**src/rtl/vga_grid_renderer.sv**
```systemverilog
// ============================================================================
// Module   : vga_grid_renderer
// Purpose  : VGA timing plus tile-map renderer with a robot overlay and grid.
// Revision : 1.0 - initial release
// ============================================================================
`default_nettype none

module vga_grid_renderer #(
    parameter int GRID_COLS = 20,
    parameter int GRID_ROWS = 10,
    parameter int CELL_W    = 32,
    parameter int CELL_H    = 48,
    parameter int H_VIS     = 640,
    parameter int H_FP      = 16,
    parameter int H_SP      = 96,
    parameter int H_BP      = 48,
    parameter int V_VIS     = 480,
    parameter int V_FP      = 10,
    parameter int V_SP      = 2,
    parameter int V_BP      = 33,
    parameter int MARK      = 6
) (
    input  logic       clk,
    input  logic       rst,
    input  logic       wr_en,
    input  logic [4:0] wr_x,
    input  logic [3:0] wr_y,
    input  logic [2:0] wr_code,
    input  logic [4:0] xr,
    input  logic [3:0] yr,
    input  logic [1:0] dr,
    input  logic       grid_en,
    output logic       h_sync,
    output logic       v_sync,
    output logic       blank,
    output logic [7:0] R,
    output logic [7:0] G,
    output logic [7:0] B,
    output logic       busy,
    output logic       frame_start
);

    localparam int H_TOTAL = H_VIS + H_FP + H_SP + H_BP;
    localparam int V_TOTAL = V_VIS + V_FP + V_SP + V_BP;
    localparam int HW      = $clog2(H_TOTAL);
    localparam int VW      = $clog2(V_TOTAL);
    localparam int COLW    = $clog2(H_TOTAL / CELL_W + GRID_COLS + 1);
    localparam int ROWW    = $clog2(V_TOTAL / CELL_H + GRID_ROWS + 1);
    localparam int PXW     = $clog2(CELL_W + 1);
    localparam int PYW     = $clog2(CELL_H + 1);
    localparam int MAP_N   = GRID_COLS * GRID_ROWS;
    localparam int MW      = $clog2(MAP_N);

    logic [HW-1:0]   r_h_cnt;
    logic [VW-1:0]   r_v_cnt;
    logic [COLW-1:0] r_col;
    logic [ROWW-1:0] r_row;
    logic [PXW-1:0]  r_px;
    logic [PYW-1:0]  r_py;

    logic            r_busy;
    logic [MW-1:0]   r_clr_idx;
    logic [2:0]      r_map [MAP_N];

    logic [4:0]      r_rob_x;
    logic [3:0]      r_rob_y;
    logic [1:0]      r_rob_d;

    logic            r_s1_vis;
    logic            r_s1_in_grid;
    logic            r_s1_border;
    logic            r_s1_robot;
    logic            r_s1_mark;
    logic [2:0]      r_s1_code;
    logic            r_s1_hs;
    logic            r_s1_vs;
    logic            r_s1_fs;

    logic            r_h_sync;
    logic            r_v_sync;
    logic            r_blank;
    logic            r_frame_start;
    logic [23:0]     r_rgb;

    logic            w_h_last;
    logic            w_v_last;
    logic            w_fs_raw;
    logic            w_hs_raw;
    logic            w_vs_raw;
    logic            w_vis_raw;
    logic            w_in_grid;
    logic            w_border;
    logic [4:0]      w_rob_x;
    logic [3:0]      w_rob_y;
    logic [1:0]      w_rob_d;
    logic            w_rob_hit;
    logic            w_mark;
    logic [MW-1:0]   w_rd_idx;
    logic [MW-1:0]   w_wr_idx;
    logic            w_wr_ok;
    logic [2:0]      w_code;
    logic [23:0]     w_rgb;

    // ------------------------------------------------------------------
    // Raster counters; cell column/row and in-cell offsets track alongside
    // ------------------------------------------------------------------
    assign w_h_last = (r_h_cnt == HW'(H_TOTAL - 1));
    assign w_v_last = (r_v_cnt == VW'(V_TOTAL - 1));

    always_ff @(posedge clk) begin
        if (rst) begin
            r_h_cnt <= '0;
            r_v_cnt <= '0;
            r_col   <= '0;
            r_row   <= '0;
            r_px    <= '0;
            r_py    <= '0;
        end else if (w_h_last) begin
            r_h_cnt <= '0;
            r_px    <= '0;
            r_col   <= '0;
            if (w_v_last) begin
                r_v_cnt <= '0;
                r_py    <= '0;
                r_row   <= '0;
            end else begin
                r_v_cnt <= r_v_cnt + VW'(1);
                if (r_py == PYW'(CELL_H - 1)) begin
                    r_py  <= '0;
                    r_row <= r_row + ROWW'(1);
                end else begin
                    r_py  <= r_py + PYW'(1);
                end
            end
        end else begin
            r_h_cnt <= r_h_cnt + HW'(1);
            if (r_px == PXW'(CELL_W - 1)) begin
                r_px  <= '0;
                r_col <= r_col + COLW'(1);
            end else begin
                r_px  <= r_px + PXW'(1);
            end
        end
    end

    assign w_fs_raw  = (r_h_cnt == '0) && (r_v_cnt == '0);
    assign w_hs_raw  = !((r_h_cnt >= HW'(H_VIS + H_FP)) && (r_h_cnt < HW'(H_VIS + H_FP + H_SP)));
    assign w_vs_raw  = !((r_v_cnt >= VW'(V_VIS + V_FP)) && (r_v_cnt < VW'(V_VIS + V_FP + V_SP)));
    assign w_vis_raw = (r_h_cnt < HW'(H_VIS)) && (r_v_cnt < VW'(V_VIS));
    assign w_in_grid = (int'(r_col) < GRID_COLS) && (int'(r_row) < GRID_ROWS);

    // ------------------------------------------------------------------
    // Map clear sequencer and write port
    // ------------------------------------------------------------------
    always_ff @(posedge clk) begin
        if (rst) begin
            r_busy    <= 1'b1;
            r_clr_idx <= '0;
        end else if (r_busy) begin
            if (r_clr_idx == MW'(MAP_N - 1)) begin
                r_busy <= 1'b0;
            end
            r_clr_idx <= r_clr_idx + MW'(1);
        end
    end

    assign w_wr_ok  = wr_en && !r_busy &&
                      (int'(wr_x) < GRID_COLS) && (int'(wr_y) < GRID_ROWS);
    assign w_wr_idx = MW'(wr_y) * MW'(GRID_COLS) + MW'(wr_x);
    assign w_rd_idx = MW'(r_row) * MW'(GRID_COLS) + MW'(r_col);

    always_ff @(posedge clk) begin
        if (!rst) begin
            if (r_busy) begin
                r_map[r_clr_idx] <= 3'd0;
            end else if (w_wr_ok) begin
                r_map[w_wr_idx] <= wr_code;
            end
        end
    end

    // Read before the write lands, so a same-cycle write shows next cycle
    assign w_code = w_in_grid ? r_map[w_rd_idx] : 3'd0;

    // ------------------------------------------------------------------
    // Robot pose snapshot; bypass lets pixel (0,0) see the fresh sample
    // ------------------------------------------------------------------
    always_ff @(posedge clk) begin
        if (rst) begin
            r_rob_x <= 5'h1F;
            r_rob_y <= 4'hF;
            r_rob_d <= 2'd0;
        end else if (w_fs_raw) begin
            r_rob_x <= xr;
            r_rob_y <= yr;
            r_rob_d <= dr;
        end
    end

    assign w_rob_x   = w_fs_raw ? xr : r_rob_x;
    assign w_rob_y   = w_fs_raw ? yr : r_rob_y;
    assign w_rob_d   = w_fs_raw ? dr : r_rob_d;
    assign w_rob_hit = (int'(w_rob_x) < GRID_COLS) && (int'(w_rob_y) < GRID_ROWS) &&
                       (int'(r_col) == int'(w_rob_x)) && (int'(r_row) == int'(w_rob_y));
    assign w_border  = grid_en && ((r_px == '0) || (r_py == '0));

    always_comb begin
        w_mark = 1'b0;
        case (w_rob_d)
            2'd0:    w_mark = int'(r_py) <  MARK;
            2'd1:    w_mark = int'(r_px) <  MARK;
            2'd2:    w_mark = int'(r_py) >= CELL_H - MARK;
            default: w_mark = int'(r_px) >= CELL_W - MARK;
        endcase
    end

    // ------------------------------------------------------------------
    // Two-stage pixel pipeline: classify, then colour
    // ------------------------------------------------------------------
    always_comb begin
        w_rgb = 24'h000000;
        if (r_s1_vis && r_s1_in_grid) begin
            if (r_s1_border) begin
                w_rgb = 24'h808080;
            end else if (r_s1_robot) begin
                w_rgb = r_s1_mark ? 24'h006400 : 24'h00FF00;
            end else begin
                case (r_s1_code)
                    3'd0:    w_rgb = 24'hFFFFFF;
                    3'd1:    w_rgb = 24'h808080;
                    3'd2:    w_rgb = 24'h000000;
                    3'd3:    w_rgb = 24'hFFFF00;
                    3'd4:    w_rgb = 24'hFFA500;
                    3'd5:    w_rgb = 24'hFF0000;
                    default: w_rgb = 24'hFF00FF;
                endcase
            end
        end
    end

    always_ff @(posedge clk) begin
        if (rst) begin
            r_s1_vis      <= 1'b0;
            r_s1_in_grid  <= 1'b0;
            r_s1_border   <= 1'b0;
            r_s1_robot    <= 1'b0;
            r_s1_mark     <= 1'b0;
            r_s1_code     <= 3'd0;
            r_s1_hs       <= 1'b1;
            r_s1_vs       <= 1'b1;
            r_s1_fs       <= 1'b0;
            r_h_sync      <= 1'b1;
            r_v_sync      <= 1'b1;
            r_blank       <= 1'b0;
            r_frame_start <= 1'b0;
            r_rgb         <= 24'h000000;
        end else begin
            r_s1_vis      <= w_vis_raw;
            r_s1_in_grid  <= w_in_grid;
            r_s1_border   <= w_border;
            r_s1_robot    <= w_rob_hit;
            r_s1_mark     <= w_mark;
            r_s1_code     <= w_code;
            r_s1_hs       <= w_hs_raw;
            r_s1_vs       <= w_vs_raw;
            r_s1_fs       <= w_fs_raw;
            r_h_sync      <= r_s1_hs;
            r_v_sync      <= r_s1_vs;
            r_blank       <= r_s1_vis;
            r_frame_start <= r_s1_fs;
            r_rgb         <= w_rgb;
        end
    end

    assign h_sync      = r_h_sync;
    assign v_sync      = r_v_sync;
    assign blank       = r_blank;
    assign frame_start = r_frame_start;
    assign R           = r_rgb[23:16];
    assign G           = r_rgb[15:8];
    assign B           = r_rgb[7:0];
    assign busy        = r_busy;

endmodule

`default_nettype wire

```
**config.mk**
```make
export PLATFORM = sky130hd
export DESIGN_NAME = vga_grid_renderer
export DESIGN_NICKNAME = d
export VERILOG_FILES = /design/src/rtl/vga_grid_renderer.sv
export SDC_FILE = /design/constraint.sdc
export NUM_CORES = 1
export LEC_CHECK = 0
export BUFFER_PORTS_ARGS = -buffer_cell sky130_fd_sc_hd__buf_2
export CORE_ASPECT_RATIO = 0.9
export CORE_UTILIZATION = 30
export DETAILED_ROUTE_END_ITERATION = 8
export SETUP_SLACK_MARGIN = 0.3
export SLEW_MARGIN = 20
export SYNTH_ARGS = -nofsm -noshare
export SYNTH_HDL_FRONTEND = slang
export SYNTH_SLANG_ARGS = --single-unit
```
**constraint.sdc**
```tcl
create_clock -name clk -period 12.49 [get_ports clk]
set_input_delay 1.8735 -clock clk [delete_from_list [all_inputs] [get_ports clk]]
set_output_delay 1.8735 -clock clk [all_outputs]
set_load 0.03 [all_outputs]
```
==> impl_metrics.ini <==
[clock_network]
h-tree-depth = 3
cts-buffers-inserted = 67
post_cts_buffers = 0
cts_buffer_depth = 3
cts_repair_resize_count = 0
clkLatencyLatePin_ns = 0.62
ctsHoldBuffers = 0
clock-sinks = 687
cts_tree = yes
root_buffer = clkbuf_16
clk_pin_slew_ns = 0.06

[layout]
multi_input_area_um2 = 8150
seq_area_um2 = 19800
layoutNonFillerInstCount = 3113
antenna_cells = 0
drive_gt1_share_pct = 19.5
mostFrequentLayoutCell = edfxtp_1
synthToLayoutAreaGrowth_pct = 12.9
nNetsFinal = 1875
mostFrequentLayoutCells = 600 x edfxtp_1, 283 x nor2_1, 149 x mux4_2
nFillCells = 8860

[synth]
yosys_warnings = 0
ys_top_cells_by_area = edfxtp_1 63%, mux4_2 12%, dfxtp_1 6.1%
synth-main-ff-cell = edfxtp_1
synthCells = 1786
synth.net_count = 1844
async_flop_share_pct = 0
synth.cell_area_um2 = 28500
yosysSeqAreaShare_pct = 69.3
yosys.cell_types.count = 68
synth.avg_cell_area_um2 = 16.0
yosysTopAreaCell = edfxtp_1
netlist.area_leader.share_pct = 63.2
synth_edf_count = 600
ys_ff_latch = 687

[placed_design]
gp_congestion = 0.825
hpwlAfterDp_um = 41500
place_ws_ns = 6.87
dp_cells = 2990
io_buffer_count = 55

[route]
drcViolationCount = 0
vias = 15900
wl_per_cell_um = 22.1
wirelength_um = 68800
firstDrtPassIters = 5
initialDrtViolationCount = 1588
drtAntennaViolNets = 0
viasPerCell = 5.10

[timing]
layout_min_cycle_time_ns = 4.85
min_period_over_period_pct = 38.9
hold_viol = 0
worst_slack_ns = 7.64
finalSetupTns_ns = 0
tightestPinTransition_ns = 1.15
rsz0062_at_grt = false
maxSlewHeadroom_pct = 23.3
skew_ns = 0.0250
maxSlewViolCount = 0
setup_viol = 0
max_freq_mhz = 206

[die]
core_area_um2 = 93500
die_h_um = 294
fp-row-count = 106
die_w_um = 327
initial_core_util_pct = 30.5
io_pins = 56
die_area_um2 = 96300

[pwr]
p_leak_nw = 11.2
irDropWorstVdd_v = 0.0000981
power.density_nw_per_um2 = 141

[critical_path]
required_ns = 12.77
cp_common_cell = ha_1
path_cells = buf_2 -> ha_1 -> ha_1 -> inv_1 -> fa_1 -> nand2b_1 -> a21oi_1 -> xnor2_1 -> o21ai_0 -> nor2b_1 -> nand2_1 -> nor2_1
end_kind = flip-flop
worst-setup-path-type = input pin to flip-flop
critical_path.max_stage_delay_ns = 0.48
crit_arrival_ns = 5.14
cp_slowest_cell = nand2_1
start_kind = input pin
critPathMaxFanout = 16

[global_routing]
grt_pass1_wl_um = 103000
grt-ovfl-total = 0
grt_max_degree = 109
antenna_found_initial = 0
grt_pass1_vias = 16000
gr-usage-all-layers_pct = 14.3

[status]
status = complete, no violations

[hold_path]
min_path_type = flip-flop to flip-flop

[job]
max_cap_viol_count = 0
-- path summary, 6_finish.rpt --
path	start	cells past startpoint	endpoint	slack (ns)
worst max-delay path	wr_y[1]	12	r_map[164][2]	7.64
worst min-delay path	r_s1_vs	1	v_sync	0.42
worst max register to register	r_row[0]	9	r_s1_code[1]	7.83
worst min register to register	r_s1_vs	1	v_sync	0.42
-- power by group --
part	internal (W)	total (W)	switching, W	leakage [nW]
Clock	0.00111	0.00198	0.000866	1.06
Combinational	0.0000324	0.0000867	0.0000542	2.70
Sequential	0.00247	0.00248	0.00000821	7.40
-- kinds of logic (layout without fill, tap and decap cells) --
group	after synthesis	count (layout)	synth area share [%]
and+or+nand+nor	518	518	8.19
DFF	687	687	69.3
adders and majority gates	31	31	1.47
muxes	192	192	13.3
buffers and inverters	146	231	2.33
xor gates and xnor gates	55	55	1.69
AOI/OAI and AO/OA	157	157	3.70
-- registers in the layout (all words and copies together) (netlist names), 6 cells and up --
name / count
r_px: 6
r_v_cnt: 10
r_col: 6
r_clr_idx: 8
r_rgb: 9
r_map: 600
r_py: 6
r_h_cnt: 10
-- cell usage after synthesis, types with 25 or more instances --
library cell and count:
edfxtp_1 600, clkbuf_1 67, nand3_1 28, a21oi_1 36, ha_1 27, nand2_1 87
a22oi_1 32, mux2i_1 39, buf_2 27, nor2_1 283, dfxtp_1 87, xor2_1 25
xnor2_1 30, o21ai_0 28, inv_1 25, mux4_2 149
-- per-layer routing --
metal / GRT usage, % / wire (µm)
met1: 20.1 / 29600
met2: 22.3 / 31900
met3: 3.06 / 5650
met4: 4.29 / 1620
met5: 0 / 0
-- per-stage QoR --
stage	power (W)	cell area (µm²)	hold slack, ns	util [%]
detailed placement	0.00261	30000	0.403	32.1
CTS	0.00457	32200	0.423	34.4
finish	0.00454	32200	0.417	34.4
floorplan	0.00259	28500	0.389	-
global placement	0.00261	30000	0.400	32.1
global route	0.00466	32200	0.434	34.4
-- worst max-delay path, delay by kind of cell --
| family | cells | cell delay [ns] |
|---|---|---|
| adder cells (fa/ha/maj) | 3 | 0.91 |
| AND/OR/NAND/NOR | 4 | 1.46 |
| AO/OA/AOI/OAI | 2 | 0.59 |
| buffers and inverters | 2 | 0.20 |
| XOR/XNOR | 1 | 0.08 |
-- layout make-up --
class / instances / area share [%]
inverters: 25 / 0.292
flip-flops and latches: 687 / 61.4
clock buffers: 86 / 5.83
multi-input cells: 953 / 25.3
clock inverters: 37 / 0.797
well taps: 1242 / 4.83
repair buffers: 83 / 1.53
No activity file was read; power rests on OpenSTA's default activity.
